===== src/rtl/scan_chain_engine_pkg.sv =====
// Shared constants for the scan-chain master: opcodes, response status codes
// and the FSM state encoding.
package scan_chain_engine_pkg;

    localparam logic [1:0] OP_WRITE    = 2'b00;
    localparam logic [1:0] OP_RESET    = 2'b01;
    localparam logic [1:0] OP_WRITE_RB = 2'b10;
    localparam logic [1:0] OP_RSVD     = 2'b11;

    localparam logic [1:0] ST_OK     = 2'b00;
    localparam logic [1:0] ST_RST    = 2'b01;
    localparam logic [1:0] ST_BADLEN = 2'b10;
    localparam logic [1:0] ST_BADOP  = 2'b11;

    typedef enum logic [2:0] {
        S_IDLE,
        S_CHECK,
        S_RST_PULSE,
        S_SHIFT_ADDR,
        S_SHIFT_DATA,
        S_UPDATE,
        S_RESPOND
    } state_t;

endpackage


===== src/rtl/scan_chain_engine_clk_gen.sv =====
// scan_clk_gen: divides clk into scan bit periods of 2*HALF clk.
// Each bit: scan_clk low for HALF clk, then high for HALF clk.
//   clk       system clock
//   rst_n     async active-low reset (already synchronised)
//   en        run; phase counter and scan_clk are held at 0 while low
//   rise_tick high in the cycle whose closing edge raises scan_clk
//   fall_tick high in the cycle whose closing edge drops scan_clk (bit end)
//   scan_clk  registered scan clock
module scan_clk_gen #(
    parameter int HALF = 2
) (
    input  logic clk,
    input  logic rst_n,
    input  logic en,
    output logic rise_tick,
    output logic fall_tick,
    output logic scan_clk
);

    localparam int PW = (2 * HALF > 2) ? $clog2(2 * HALF) : 1;
    localparam logic [PW-1:0] RISE_PH = PW'(HALF - 1);
    localparam logic [PW-1:0] LAST_PH = PW'(2 * HALF - 1);

    logic [PW-1:0] phase;

    assign rise_tick = en && (phase == RISE_PH);
    assign fall_tick = en && (phase == LAST_PH);

    always_ff @(posedge clk or negedge rst_n) begin
        if (!rst_n) begin
            phase    <= '0;
            scan_clk <= 1'b0;
        end else if (!en) begin
            phase    <= '0;
            scan_clk <= 1'b0;
        end else begin
            phase <= fall_tick ? '0 : phase + PW'(1);
            if (rise_tick)      scan_clk <= 1'b1;
            else if (fall_tick) scan_clk <= 1'b0;
        end
    end

endmodule


===== src/rtl/scan_chain_engine.sv =====
// scan_chain_engine: scan-chain master. Accepts one command per handshake
// (write, chain reset, write+readback), shifts an address+payload frame into
// the chain, optionally captures scan_out during the payload and returns a
// status/data response.
//   clk, reset                system clock, async active-low reset
//   cmd_valid/cmd_ready       command handshake (ready only when idle)
//   cmd_op/addr/len/payload   command fields, registered on accept
//   rsp_valid/rsp_ready       response handshake
//   rsp_status/rsp_data       status code and captured payload bits
//   busy                      accept .. response handshake
//   scan_clk/en/in/reset      chain drive pins; scan_out chain return
module scan_chain_engine
    import scan_chain_engine_pkg::*;
#(
    parameter int CLOCK_FREQ    = 100_000_000,
    parameter int SCAN_CLK_FREQ = 1_000_000,
    parameter int ADDR_BITS     = 12,
    parameter int PAYLOAD_BITS  = 169,
    parameter int LEN_BITS      = 8
) (
    input  logic                    clk,
    input  logic                    reset,
    input  logic                    cmd_valid,
    output logic                    cmd_ready,
    input  logic [1:0]              cmd_op,
    input  logic [ADDR_BITS-1:0]    cmd_addr,
    input  logic [LEN_BITS-1:0]     cmd_len,
    input  logic [PAYLOAD_BITS-1:0] cmd_payload,
    output logic                    rsp_valid,
    input  logic                    rsp_ready,
    output logic [1:0]              rsp_status,
    output logic [PAYLOAD_BITS-1:0] rsp_data,
    output logic                    busy,
    output logic                    scan_clk,
    output logic                    scan_en,
    output logic                    scan_in,
    output logic                    scan_reset,
    input  logic                    scan_out
);

    localparam int HALF       = CLOCK_FREQ / (2 * SCAN_CLK_FREQ);
    localparam int FRAME_BITS = ADDR_BITS + PAYLOAD_BITS;
    localparam int CNT_W      = $clog2(FRAME_BITS + 1);
    localparam int WAIT_W     = $clog2(2 * HALF + 1);
    localparam logic [WAIT_W-1:0] WAIT_LAST = WAIT_W'(2 * HALF - 1);

    if (HALF < 1) begin : g_bad_half
        $error("scan_chain_engine: CLOCK_FREQ/(2*SCAN_CLK_FREQ) must be >= 1");
    end
    if ((1 << LEN_BITS) <= PAYLOAD_BITS) begin : g_bad_len
        $error("scan_chain_engine: LEN_BITS too narrow for PAYLOAD_BITS");
    end

    // Async assert, sync release.
    logic [1:0] rst_sync;
    logic       rst_n;
    always_ff @(posedge clk or negedge reset) begin
        if (!reset) rst_sync <= 2'b00;
        else        rst_sync <= {rst_sync[0], 1'b1};
    end
    assign rst_n = rst_sync[1];

    state_t                  state, state_n;
    logic [1:0]              op_r;
    logic [LEN_BITS-1:0]     len_r;
    logic [FRAME_BITS-1:0]   frame_r;
    logic [PAYLOAD_BITS-1:0] cap_r;
    logic [1:0]              status_r;
    logic [CNT_W-1:0]        bit_cnt;
    logic [WAIT_W-1:0]       wait_cnt;
    logic                    scan_in_r;

    logic                    cmd_fire, rise_tick, fall_tick, len_bad;
    logic [LEN_BITS-1:0]     len_eff;
    logic [CNT_W-1:0]        last_bit;
    logic [PAYLOAD_BITS-1:0] cap_top;

    assign cmd_ready = (state == S_IDLE) && rst_n;
    assign cmd_fire  = cmd_valid && cmd_ready;
    assign len_eff   = (cmd_len == '0) ? LEN_BITS'(PAYLOAD_BITS) : cmd_len;
    assign len_bad   = (len_r > LEN_BITS'(PAYLOAD_BITS));
    // Frame index of the final payload bit; only used once len_r is known legal.
    assign last_bit  = CNT_W'(ADDR_BITS) + CNT_W'(len_r) - CNT_W'(1);
    // Readback samples enter at bit len-1 and walk toward bit 0.
    assign cap_top   = PAYLOAD_BITS'(1) << (len_r - LEN_BITS'(1));

    assign busy       = (state != S_IDLE);
    assign rsp_valid  = (state == S_RESPOND);
    assign rsp_status = status_r;
    assign rsp_data   = cap_r;
    assign scan_en    = (state == S_SHIFT_ADDR) || (state == S_SHIFT_DATA);
    assign scan_reset = (state == S_RST_PULSE);
    assign scan_in    = scan_in_r;

    scan_clk_gen #(.HALF(HALF)) u_clk_gen (
        .clk       (clk),
        .rst_n     (rst_n),
        .en        (scan_en),
        .rise_tick (rise_tick),
        .fall_tick (fall_tick),
        .scan_clk  (scan_clk)
    );

    always_ff @(posedge clk or negedge rst_n) begin
        if (!rst_n) state <= S_IDLE;
        else        state <= state_n;
    end

    always_comb begin
        state_n = state;
        case (state)
            S_IDLE:       if (cmd_fire) state_n = S_CHECK;
            S_CHECK: begin
                if (op_r == OP_RSVD || len_bad) state_n = S_RESPOND;
                else if (op_r == OP_RESET)      state_n = S_RST_PULSE;
                else                            state_n = S_SHIFT_ADDR;
            end
            S_RST_PULSE:  if (wait_cnt == WAIT_LAST) state_n = S_RESPOND;
            S_SHIFT_ADDR: if (fall_tick && bit_cnt == CNT_W'(ADDR_BITS - 1)) state_n = S_SHIFT_DATA;
            S_SHIFT_DATA: if (fall_tick && bit_cnt == last_bit) state_n = S_UPDATE;
            S_UPDATE:     if (wait_cnt == WAIT_LAST) state_n = S_RESPOND;
            S_RESPOND:    if (rsp_ready) state_n = S_IDLE;
            default:      state_n = S_IDLE;
        endcase
    end

    always_ff @(posedge clk or negedge rst_n) begin
        if (!rst_n) begin
            op_r      <= OP_WRITE;
            len_r     <= '0;
            frame_r   <= '0;
            cap_r     <= '0;
            status_r  <= ST_OK;
            bit_cnt   <= '0;
            wait_cnt  <= '0;
            scan_in_r <= 1'b0;
        end else begin
            wait_cnt <= ((state == S_RST_PULSE || state == S_UPDATE) && state_n == state)
                        ? wait_cnt + WAIT_W'(1) : '0;
            case (state)
                S_IDLE: if (cmd_fire) begin
                    op_r     <= cmd_op;
                    len_r    <= len_eff;
                    frame_r  <= {cmd_payload, cmd_addr};
                    cap_r    <= '0;
                    status_r <= ST_OK;
                    bit_cnt  <= '0;
                end
                S_CHECK: begin
                    if (op_r == OP_RSVD)       status_r <= ST_BADOP;
                    else if (len_bad)          status_r <= ST_BADLEN;
                    else if (op_r == OP_RESET) status_r <= ST_RST;
                    // Entering the shift is the falling edge of bit 0.
                    if (state_n == S_SHIFT_ADDR) begin
                        scan_in_r <= frame_r[0];
                        frame_r   <= frame_r >> 1;
                    end
                end
                S_SHIFT_ADDR, S_SHIFT_DATA: begin
                    if (rise_tick && state == S_SHIFT_DATA && op_r == OP_WRITE_RB)
                        cap_r <= (cap_r >> 1) | (scan_out ? cap_top : '0);
                    if (fall_tick) begin
                        bit_cnt <= bit_cnt + CNT_W'(1);
                        if (state_n == S_UPDATE) begin
                            scan_in_r <= 1'b0;
                        end else begin
                            scan_in_r <= frame_r[0];
                            frame_r   <= frame_r >> 1;
                        end
                    end
                end
                default: ;
            endcase
        end
    end

endmodule


===== config.mk =====
export PLATFORM = sky130hd
export DESIGN_NAME = scan_chain_engine
export DESIGN_NICKNAME = d
export VERILOG_FILES = /design/src/rtl/scan_chain_engine_pkg.sv /design/src/rtl/scan_chain_engine_clk_gen.sv /design/src/rtl/scan_chain_engine.sv
export SDC_FILE = /design/constraint.sdc
export NUM_CORES = 1
export LEC_CHECK = 0
export BUFFER_PORTS_ARGS = -buffer_cell sky130_fd_sc_hd__buf_2
export CORE_UTILIZATION = 55
export DETAILED_ROUTE_END_ITERATION = 16
export PLACE_DENSITY = 0.78
export SYNTH_ARGS = -nofsm -noshare
export SYNTH_HDL_FRONTEND = slang
export SYNTH_HIERARCHICAL = 1
export SYNTH_SLANG_ARGS = --single-unit

===== constraint.sdc =====
create_clock -name clk -period 29.3 [get_ports clk]
set_input_delay 2.93 -clock clk [delete_from_list [all_inputs] [get_ports clk]]
set_output_delay 2.93 -clock clk [all_outputs]
set_load 0.05 [all_outputs]

==> metrics.log <==
INFO  metric max_clock_freq = ~170 MHz
INFO  metric grt_max_degree = roughly 190
INFO  metric start_kind = primary input
INFO  metric postSynthAreaPerCell = 10.4 um2
INFO  metric synth_cells = around 1700
INFO  metric cts_buffer_depth = 3
INFO  metric report.final.hold_viol_count = 0
INFO  metric number_of_global_route_vias_before_repair = 14600
INFO  metric ys.flop_type = sky130_fd_sc_hd__dfrtp_1
INFO  metric rr_endpoint = frame_r[68]
INFO  metric ctsRootBufferMaster = sky130_fd_sc_hd__clkbuf_16
INFO  metric num-nets-final = 2207
INFO  metric tightest_slew = ~1.2 ns
INFO  metric place.detailed.hpwl = ~33000 um
INFO  metric synth_cell_type_count = between 60 and 70
INFO  metric post_synth_instance_area = ~18000 um2
INFO  metric ff2ff_path_depth = 10
INFO  metric globalRouteTotalUtil = around 29%
INFO  metric clock-skew-final = between 0.015 and 0.02 ns
INFO  metric wl = 49800 um
INFO  metric number_of_input_and_output_port_buffers_inserted = ~370
INFO  metric synth-edff-count = 0
INFO  metric design.die.area = roughly 33000 um2
INFO  metric slew_headroom = between 10% and 20%
INFO  metric cp.arrival = about 6 ns
INFO  metric cp_max_fo = between 100 and 150
INFO  metric timing_max_transition_violations_final = 0
INFO  metric timing.critical_path.to_type = flop
INFO  metric cts.hold.buffers_added = 0
INFO  metric die_width = about 180 um
INFO  metric grt_setup_unrepaired = no
INFO  metric drt-initial-drc-count = 1445
INFO  metric leakage_power = 9.59 nW
INFO  metric dr.pass1.iters = 6
INFO  metric route.detailed.drc = 0
INFO  metric final_min_period_over_clock_period = about 20%
INFO  metric layout-drive-gt1-share = between 20 and 25%
INFO  metric finalSetupViolations = 0
INFO  metric timing.hold.worst.class = reg2async
INFO  metric r2r_start = state[2]
INFO  metric tns = 0 ns
INFO  metric n_fill_cell = roughly 2600
INFO  metric yosysTopAreaCellShare = 54.4%
INFO  metric die_span_y = 183 um
INFO  metric post_cts.resized_instances = 0
INFO  metric cts_htree_levels = 2
INFO  metric grt_overflow_total = 0
INFO  metric yosys_warnings = 6
INFO  metric vias = between 15000 and 20000
INFO  metric route.detailed.wl_per_inst = roughly 20 um
INFO  metric worst_skew_pair.late_latency = 0.53 ns
INFO  metric grt_pass1_wl = between 70000 and 80000 um
INFO  metric synth_nets = around 1900
INFO  metric tritoncts = yes
INFO  metric synth-seq-area-share = 54.4%
INFO  metric gpl.final_weighted_congestion = about 0.86
INFO  metric placeableCoreArea = about 32000 um2
INFO  metric top_level_ports = 374
INFO  metric antenna_found_initial = 23
INFO  metric viasPerCell = ~6
INFO  metric cts.repair_timing.setup_buffer_count = 0
INFO  metric cts.sink_count = just under 400
INFO  metric path_class = in2reg
INFO  metric timing.critical_path.required = between 20 and 30 ns
INFO  metric fin_crit = between 5 and 6 ns
INFO  metric number_of_maximum_capacitance_violations = 0
INFO  metric synth.area.top_cells = sky130_fd_sc_hd__dfrtp_1 (54%), sky130_fd_sc_hd__a21oi_1 (10%), sky130_fd_sc_hd__mux2i_1 (10%), sky130_fd_sc_hd__a22oi_1 (7.2%), sky130_fd_sc_hd__o21ai_0 (4.5%)
INFO  metric status = complete, no violations
INFO  metric holdWs = approximately 0.29 ns
INFO  metric ys_async_sr_fraction = 100%
INFO  metric initial_utilization = a little under three fifths
INFO  metric ys_seq_elements = just under 400
INFO  metric area_delta_synth_final = 18.5%
INFO  metric number_of_buffers_created_by_cts = 41
INFO  metric power-per-cell-area = 50.9 nW/um2
INFO  metric ant_nets = 0
INFO  metric placement_rows = between 60 and 70
INFO  metric vdd.ir_drop.worst = ~0.00005 V
INFO  metric synth_largest_area_cell = sky130_fd_sc_hd__dfrtp_1
INFO  metric cts.reportedPaths.clkPinSlew = around 0.060 ns
INFO  metric setup.reg_to_reg.worst_slack = roughly 24 ns
-- per-layer routing --
metal | share of wire, % | wire (um) | track usage (%) | vias up
met5 | 0.18 | 92 | 0 | -
met4 | 3.2 | 1580 | 11.0 | 14
met3 | 8.2 | 4080 | 6.49 | 110
met2 | 48 | 24000 | 46.6 | 635
met1 | 40 | 20000 | 38.5 | 7374
li1 | - | - | - | 6945
-- cell type report --
| type | count | area [um2] | share of cell area (%) |
|---|---|---|---|
| Timing Repair Buffer | 385 | 1980 | 9.31 |
| Antenna cell | 16 | 40.0 | 0.188 |
| Inverter | 11 | 41.3 | 0.194 |
| Multi-Input combinational cell | 1172 | 7550 | 35.5 |
| Sequential cell | 391 | 9790 | 46.0 |
| Tap cell | 435 | 544 | 2.56 |
| Clock inverter | 12 | 95.1 | 0.447 |
| Clock buffer | 63 | 1250 | 5.88 |
-- cells by family (layout without fill, tap and decap cells) --
logic type,Yosys count,after routing,share of synthesized area (%)
multiplexers,182,182,10.1
other,1,17,0.0209
flip-flops,391,391,54.4
AO/OA/AOI/OAI,759,759,24.1
adder cells (fa/ha/maj),9,9,0.627
buffers and inverters,157,471,3.78
AND/OR/NAND/NOR,190,190,5.37
XOR/XNOR,31,31,1.55
-- worst max-delay path: stages --
cell and delay (ns):
sky130_fd_sc_hd__buf_2 0.10, sky130_fd_sc_hd__a21oi_1 0.06, sky130_fd_sc_hd__nor2_1 0.10, sky130_fd_sc_hd__o21ai_0 0.15, sky130_fd_sc_hd__nor2_4 0.14, sky130_fd_sc_hd__buf_4 0.55
sky130_fd_sc_hd__and2_4 1.01, sky130_fd_sc_hd__buf_4 0.77, sky130_fd_sc_hd__a21oi_1 0.17
-- stage by stage --
stage / total power [W] / utilization (%) / cells / cell area, um2 / setup WS (ns)
detailed placement: 0.000576 / 62.4 / 2394 / 19900 / 23.12
global placement: 0.000576 / 62.4 / 2394 / 19900 / 23.17
CTS: 0.00109 / 66.7 / 2469 / 21300 / 23.70
floorplan: 0.000559 / - / 1720 / 18000 / 16.48
global route: 0.00111 / 66.8 / 2481 / 21300 / 23.39
finish: 0.00108 / 66.8 / 2485 / 21300 / 23.58
-- state kept, by name, indices dropped and copies added (netlist names), 2 cells and up --
| register | count |
|---|---|
| frame_r | 181 |
| wait_cnt | 7 |
| len_r | 8 |
| op_r | 2 |
| bit_cnt | 8 |
| state | 3 |
| rsp_status | 2 |
| u_clk_gen/phase | 7 |
| rst_sync | 2 |
| rsp_data | 169 |
-- cell usage after synthesis, types with 3 or more instances --
| library cell | number |
|---|---|
| sky130_fd_sc_hd__ha_1 | 9 |
| sky130_fd_sc_hd__and3_1 | 7 |
| sky130_fd_sc_hd__o21ai_1 | 26 |
| sky130_fd_sc_hd__o31ai_1 | 3 |
| sky130_fd_sc_hd__inv_1 | 10 |
| sky130_fd_sc_hd__a21oi_1 | 377 |
| sky130_fd_sc_hd__or3_1 | 4 |
| sky130_fd_sc_hd__nor4_1 | 4 |
| sky130_fd_sc_hd__nand2b_1 | 9 |
| sky130_fd_sc_hd__nor2b_1 | 4 |
| sky130_fd_sc_hd__and2_1 | 7 |
| sky130_fd_sc_hd__a22oi_1 | 172 |
| sky130_fd_sc_hd__nand3_1 | 15 |
| sky130_fd_sc_hd__o21ai_0 | 160 |
| sky130_fd_sc_hd__nand4_1 | 12 |
| sky130_fd_sc_hd__xnor2_1 | 15 |
| sky130_fd_sc_hd__xor2_1 | 15 |
| sky130_fd_sc_hd__buf_2 | 63 |
| sky130_fd_sc_hd__nor3_1 | 3 |
| sky130_fd_sc_hd__o211ai_1 | 4 |
| sky130_fd_sc_hd__buf_1 | 10 |
| sky130_fd_sc_hd__nor2_1 | 40 |
| sky130_fd_sc_hd__dfrtp_1 | 391 |
| sky130_fd_sc_hd__clkbuf_1 | 71 |
| sky130_fd_sc_hd__nand2_1 | 64 |
| sky130_fd_sc_hd__mux2i_1 | 181 |
-- layout by cell type, fill, tap and decap left out, drive strengths merged, types with 3 or more instances in the layout --
| cell | instances |
|---|---|
| buf | 385 |
| nor2b | 4 |
| nand3 | 15 |
| diode | 16 |
| xnor2 | 16 |
| nand2 | 64 |
| nor2 | 42 |
| mux2i | 181 |
| ha | 9 |
| or3 | 4 |
| a22oi | 172 |
| clkinv | 10 |
| xor2 | 15 |
| nor3b | 3 |
| nor3 | 4 |
| and2 | 7 |
| nor4 | 5 |
| dfrtp | 391 |
| and3 | 7 |
| o211ai | 4 |
| or2 | 3 |
| clkbuf | 63 |
| nand2b | 9 |
| inv | 11 |
| o31ai | 3 |
| o21ai | 187 |
| a21oi | 377 |
| nand4 | 12 |
-- worst max path at each step --
stage                           start           to  slack (ns)  depth (start not counted)
after floorplan           rst_sync[1]    cmd_ready       16.48                          1
after global placement      cmd_valid  frame_r[75]       23.17                          9
after detailed placement    cmd_valid  frame_r[74]       23.12                          9
after CTS                   cmd_valid  frame_r[74]       23.70                          9
after global routing        cmd_valid  frame_r[33]       23.39                          9
final                       cmd_valid  frame_r[68]       23.58                          9
-- power breakdown --
group | switching, W | internal [W] | leakage [nW] | total (W)
clock network | 0.000213 | 0.000303 | 0.668 | 0.000517
logic | 0.0000144 | 0.0000102 | 3.55 | 0.0000246
registers | 0.00000102 | 0.000540 | 5.38 | 0.000541
Note: power is estimated with default switching activity, not from simulation.
